### config.mk
export PLATFORM = sky130hd
export DESIGN_NAME = ram_arbiter
export DESIGN_NICKNAME = d
export VERILOG_FILES = /design/src/rtl/ram_arbiter_pkg.sv /design/src/rtl/rr_arbiter.sv /design/src/rtl/ram_arbiter.sv
export SDC_FILE = /design/constraint.sdc
export NUM_CORES = 1
export LEC_CHECK = 0
export ABC_CLOCK_PERIOD_IN_PS = 3900
export BUFFER_PORTS_ARGS = -buffer_cell sky130_fd_sc_hd__buf_4
export CORE_AREA = 5 5 91 93
export DETAILED_ROUTE_END_ITERATION = 12
export DIE_AREA = 0 0 96 98
export GPL_TIMING_DRIVEN = 0
export MAX_ROUTING_LAYER = met4
export PLACE_DENSITY = 0.7
export SYNTH_ARGS = -nofsm -noshare
export SYNTH_HDL_FRONTEND = slang
export SYNTH_SLANG_ARGS = --single-unit
### constraint.sdc
create_clock -name clk -period 3.9 [get_ports clk]
set_clock_uncertainty 0.1 [all_clocks]
set_input_delay 0.195 -clock clk [delete_from_list [all_inputs] [get_ports clk]]
set_output_delay 0.195 -clock clk [all_outputs]
set_load 0.005 [all_outputs]
### src/rtl/ram_arbiter_pkg.sv
// Shared definitions for the RAM arbiter: FSM encoding and packed-bus slice helper.
package ram_arbiter_pkg;

  typedef enum logic [0:0] {
    StClear = 1'b0,
    StRun   = 1'b1
  } state_e;

  // Bit offset of element idx in a packed bus of w-bit elements.
  function automatic int unsigned slice_lsb(input int unsigned idx, input int unsigned w);
    return idx * w;
  endfunction

endpackage

### src/rtl/rr_arbiter.sv
// Round-robin selector: first requester after last_grant (wrapping) wins.
module rr_arbiter
  import ram_arbiter_pkg::*;
#(
  parameter int unsigned NUM_REQ    = 4,
  parameter int unsigned LG_NUM_REQ = 2
) (
  input  logic [NUM_REQ-1:0]    req,
  input  logic [LG_NUM_REQ-1:0] last_grant,
  output logic [NUM_REQ-1:0]    grant,
  output logic [LG_NUM_REQ-1:0] grant_id
);

  logic                  found;
  logic [LG_NUM_REQ-1:0] idx;

  // Scan from last_grant+1 around to last_grant itself; lowest-distance valid wins.
  always_comb begin
    grant    = '0;
    grant_id = '0;
    found    = 1'b0;
    idx      = '0;
    for (int unsigned k = 1; k <= NUM_REQ; k++) begin
      idx = LG_NUM_REQ'((32'(last_grant) + k) % NUM_REQ);
      if (!found && req[idx]) begin
        found      = 1'b1;
        grant[idx] = 1'b1;
        grant_id   = idx;
      end
    end
  end

endmodule

### src/rtl/ram_arbiter.sv
// Multi-requester front end for a single-port synchronous RAM with a clear sweep.
module ram_arbiter
  import ram_arbiter_pkg::*;
#(
  parameter int unsigned      WIDTH      = 8,
  parameter int unsigned      LG_DEPTH   = 6,
  parameter int unsigned      NUM_REQ    = 4,
  parameter int unsigned      LG_NUM_REQ = 2,
  parameter logic [WIDTH-1:0] INIT_VAL   = '0
) (
  input  logic                         clk,
  input  logic                         rst_n,
  input  logic                         clear,
  output logic                         init_done,
  input  logic [NUM_REQ-1:0]           req_valid,
  input  logic [NUM_REQ-1:0]           req_we,
  input  logic [NUM_REQ*LG_DEPTH-1:0]  req_addr,
  input  logic [NUM_REQ*WIDTH-1:0]     req_wdata,
  output logic [NUM_REQ-1:0]           req_ready,
  output logic [NUM_REQ-1:0]           rsp_valid,
  output logic [WIDTH-1:0]             rsp_data,
  output logic                         ram_en,
  output logic                         ram_we,
  output logic [LG_DEPTH-1:0]          ram_addr,
  output logic [WIDTH-1:0]             ram_din,
  input  logic [WIDTH-1:0]             ram_dout
);

  state_e                state_q, state_d;
  logic [LG_DEPTH-1:0]   cnt_q, cnt_d;
  logic [LG_NUM_REQ-1:0] last_grant_q;
  logic [NUM_REQ-1:0]    grant;
  logic [LG_NUM_REQ-1:0] grant_id;
  logic                  accept;
  // Read tracking: stage 1 = RAM command issued, stage 2 = RAM data valid.
  logic                  p1_valid_q, p2_valid_q;
  logic [LG_NUM_REQ-1:0] p1_id_q, p2_id_q;

  rr_arbiter #(
    .NUM_REQ    (NUM_REQ),
    .LG_NUM_REQ (LG_NUM_REQ)
  ) u_rr (
    .req        (req_valid),
    .last_grant (last_grant_q),
    .grant      (grant),
    .grant_id   (grant_id)
  );

  // FSM state and sweep counter register.
  always_ff @(posedge clk or negedge rst_n) begin
    if (!rst_n) begin
      state_q <= StClear;
      cnt_q   <= '0;
    end else begin
      state_q <= state_d;
      cnt_q   <= cnt_d;
    end
  end

  // Next state: sweep all addresses, then run until a clear pulse.
  always_comb begin
    state_d = state_q;
    cnt_d   = cnt_q;
    unique case (state_q)
      StClear: begin
        cnt_d = cnt_q + 1'b1;
        if (&cnt_q) state_d = StRun;
      end
      StRun: begin
        if (clear) begin
          state_d = StClear;
          cnt_d   = '0;
        end
      end
      default: state_d = StClear;
    endcase
  end

  // Outputs: grants only in RUN, and not in the cycle a clear is taken.
  always_comb begin
    init_done = (state_q == StRun);
    req_ready = (state_q == StRun && !clear) ? grant : '0;
    accept    = |req_ready;
  end

  // Registered RAM command, round-robin pointer and read-tracking pipeline.
  always_ff @(posedge clk or negedge rst_n) begin
    if (!rst_n) begin
      ram_en       <= 1'b0;
      ram_we       <= 1'b0;
      ram_addr     <= '0;
      ram_din      <= '0;
      last_grant_q <= LG_NUM_REQ'(NUM_REQ - 1);
      p1_valid_q   <= 1'b0;
      p1_id_q      <= '0;
      p2_valid_q   <= 1'b0;
      p2_id_q      <= '0;
    end else begin
      ram_en <= 1'b0;
      ram_we <= 1'b0;
      if (state_q == StClear) begin
        ram_en   <= 1'b1;
        ram_we   <= 1'b1;
        ram_addr <= cnt_q;
        ram_din  <= INIT_VAL;
      end else if (accept) begin
        ram_en       <= 1'b1;
        ram_we       <= req_we[grant_id];
        ram_addr     <= req_addr[slice_lsb(32'(grant_id), LG_DEPTH) +: LG_DEPTH];
        ram_din      <= req_wdata[slice_lsb(32'(grant_id), WIDTH) +: WIDTH];
        last_grant_q <= grant_id;
      end
      p1_valid_q <= accept && !req_we[grant_id];
      p1_id_q    <= grant_id;
      p2_valid_q <= p1_valid_q;
      p2_id_q    <= p1_id_q;
    end
  end

  // Response strobe to the owning requester; data passes straight through.
  always_comb begin
    rsp_valid = '0;
    if (p2_valid_q) rsp_valid[p2_id_q] = 1'b1;
    rsp_data = ram_dout;
  end

endmodule

==> impl_metrics.yaml <==
global_route:
  grt_overflow: 0
  antenna_found_initial: 0
  grt_pass1_wl_mm: 10.3
  grt_max_degree: 32
  grt_pass1_vias: 2215
  grt_util_all_layers_pct: 13.9
worst_setup_path:
  rrSetupSlack_ps: 500
  reg2reg_depth: 11
  worstPathRequired_ps: 3930
  reg2reg_from: "last_grant_q[1]"
  reg2reg_to: "ram_addr[3]"
  arrival_ps: 3430
  critPathCaptureType: "register"
  startpoint_type: "register"
  crit_start: "last_grant_q[1]"
  worstSetupPathType: "reg -> reg"
  critPathCapture: "ram_addr[3]"
  path_max_fanout: 10
placement:
  gp_congestion: 0.777
  port-buffer-count: 97
  hpwl_mm: 5.07
power_and_ir_drop:
  power_density_mw_per_mm2: 622
  seq_power_share_pct: 24.7
  swShare_pct: 40.4
  cellInternalPower_w: 0.00127
  power_frac_clock_pct: 11.1
  p_total_w: 0.00213
  p_leak_nw: 1.66
  ir_drop_uv: 342
  combinationalPowerShare_pct: 64.2
  p_sw_w: 0.000860
synthesis:
  yosys_warnings: 0
  synth_top_family_by_area: "multiplexers"
  synth_area_leader_cell: "dfrtp_1"
  synth.area.mux_share_pct: 23.2
  synth_xor_area_share_pct: 0.706
  syn_avg_cell_area_um2: 10.3
  syn_nets: 324
  synth-simple-area-share_pct: 12.6
  ys.flop_type: "dfrtp_1"
  yosysUniqueCellTypes: 44
  synthCells: 240
  synth_adder_area_share_pct: 4.54
  syn_area_mm2: 0.00248
  synth_compound_area_share_pct: 16.9
  synth_seq_cells: 31
  synth.yosys.seq_area_share_pct: 31.4
  synth.area.top_cells: "dfrtp_1 (29%), mux2i_1 (14%), mux2_2 (6.4%)"
  synthArstFlopShare_pct: 100
  synth_top_area_share_pct: 29.3
  synth-edff-count: 0
cts:
  clkTransAtPathRegs_ps: 60
  clkLatencyLatePin_ps: 280
  cts_sinks: 31
  post_cts_resized: 0
  post_cts_buffers: 0
  cts_buffers: 5
  cts_tree: "built"
  clockRootBuffer: "clkbuf_8"
  cts_buffer_depth: 2
  htreeDepth: 2
  hold_buffers: 1
final_layout:
  fillers: 751
  syn2layout_area_growth_pct: 38.1
  drive_above_1_share_pct: 45.7
  diodes: 0
  nNetsFinal: 429
sta:
  fin_crit_sh_pct: 87.1
  fin_setup_tns_ps: 0
  timing.final.hold_violations: 0
  slew_violations: 0
  tightestPinTransition_ps: 668
  rsz0062_at_grt: "false"
  slew_headroom_pct: 55.3
  finalSetupViolCount: 0
  fmaxAchievable_mhz: 294
  period_minus_slack_ps: 3400
route:
  met3_length_um: 412
  drt_iter0_drc: 132
  wl_met2_mm: 3.20
  ant_nets: 0
  vias: 2194
  highest_layer: "met4"
  drc_errors: 0
  wire_per_inst_um: 14.3
  via_per_inst: 4.90
  first_pass_iters: 4
  routed_wl_mm: 6.41
  met1_length_mm: 2.71
floorplan:
  pin_count: 108
  die_h_um: 98
  dieArea_mm2: 0.00941
  start_util_pct: 33.3
  rows: 32
  fp.dieW_um: 96
  core_region_area_mm2: 0.00745
flow_run:
  cap_viol_max_count: 0
worst_hold_path:
  hold_path.class: "in -> reg"
status:
  status: "finished, final reports clean"
[metal layers]
| metal | up-vias | track usage, % |
|---|---|---|
| met5 | - | - |
| met4 | 0 | 3.17 |
| met3 | 8 | 3.31 |
| met2 | 81 | 22.1 |
| met1 | 1038 | 17.9 |
| li1 | 1067 | - |
[Yosys cell counts (2+ instances only)]
library cell / instances
o22ai_1: 4
dfrtp_1: 29
and3b_1: 3
ha_1: 9
nand3_2: 2
o221ai_2: 5
a22o_1: 4
buf_1: 3
nand3_1: 15
dfstp_2: 2
buf_6: 11
a21oi_1: 9
xnor2_1: 2
o21ai_2: 4
buf_4: 8
mux2i_1: 35
nor3b_1: 2
nand2_1: 16
o21ai_0: 4
nor2_1: 6
nor3_1: 2
buf_2: 2
nand3b_1: 5
nand2b_1: 2
inv_1: 16
mux4_2: 3
mux2_2: 14
o21ai_1: 7
[sequential cells by signal, summed over array words and instances, names as in the netlist]
name,flops
p1_valid_q,1
p1_id_q,2
p2_id_q,2
ram_din,8
ram_addr,6
ram_en,1
ram_we,1
last_grant_q,2
cnt_q,6
p2_valid_q,1
init_done,1
[worst min-delay path by stage]
stage / start / to / slack [ps] / cells after the start
3_5_place_dp: rst_n / ram_we / 50 / 1
2_1_floorplan: rst_n / cnt_q[0] / -200 / 0
3_3_place_gp: rst_n / ram_we / 50 / 1
6_report: clear / cnt_q[4] / 50 / 2
5_1_grt: clear / cnt_q[4] / 50 / 2
4_1_cts: clear / cnt_q[4] / 50 / 2
[final cells by class]
cell class | instances | area, µm² | share of cell area (%)
multi-input combinational | 169 | 1440 | 41.9
clock buffer | 8 | 80.1 | 2.34
timing repair buffer | 98 | 738 | 21.5
tap | 102 | 128 | 3.73
inverter | 16 | 60.1 | 1.75
buffer | 24 | 205 | 5.99
sequential | 31 | 778 | 22.7
[power by group through the flow]
stage / clock network (W) / logic, W / registers (W)
after detailed placement: 0 / 0.00139 / 0.000528
after global placement: 0 / 0.00137 / 0.000529
after global routing: 0.000256 / 0.00150 / 0.000546
after floorplan: 0 / 0.00106 / 0.000512
after CTS: 0.000241 / 0.00139 / 0.000527
final: 0.000237 / 0.00137 / 0.000525
[worst max-delay path, stage by stage (launching register included)]
cell and delay (ps):
dfstp_2 570, buf_2 200, inv_1 180, ha_1 430, mux4_2 640, a22o_1 300, a41o_1 250, and2_4 160
buf_6 130, buf_6 140, nand3_2 80, o221ai_2 90
[cells in the final DEF (no fill, tap or decap), types with 3 or more instances in the layout]
master,netlist,layout
a21oi_1,9,9
a22o_1,4,4
and3b_1,3,3
buf_1,3,3
buf_4,8,105
buf_6,11,11
clkbuf_1,0,3
clkbuf_8,0,5
dfrtp_1,29,29
ha_1,9,9
inv_1,16,16
mux2_2,14,14
mux2i_1,35,35
mux4_2,3,3
nand2_1,16,16
nand3_1,15,15
nand3b_1,5,5
nor2_1,6,6
o21ai_0,4,4
o21ai_1,7,7
o21ai_2,4,4
o221ai_2,5,5
o22ai_1,4,4
[cell families after synthesis]
family          Yosys count
compound gates           48
xor+xnor                  2
fa+ha+maj                 9
buf+inv                  40
flops                    31
mux                      52
simple gates             58
[through the flow]
stage,cell area (µm²),util [%],instances,hold WS (ps),setup WS [ps]
3_5_place_dp,3340,44.8,439,51.9,511
5_1_grt,3430,46.0,448,53.6,325
6_report,3430,46.0,448,51.9,502
2_1_floorplan,2480,-,240,-201,785
4_1_cts,3430,46.0,448,47.2,508
3_3_place_gp,3340,44.8,439,49.1,538
(Power assumes the default switching activity.)
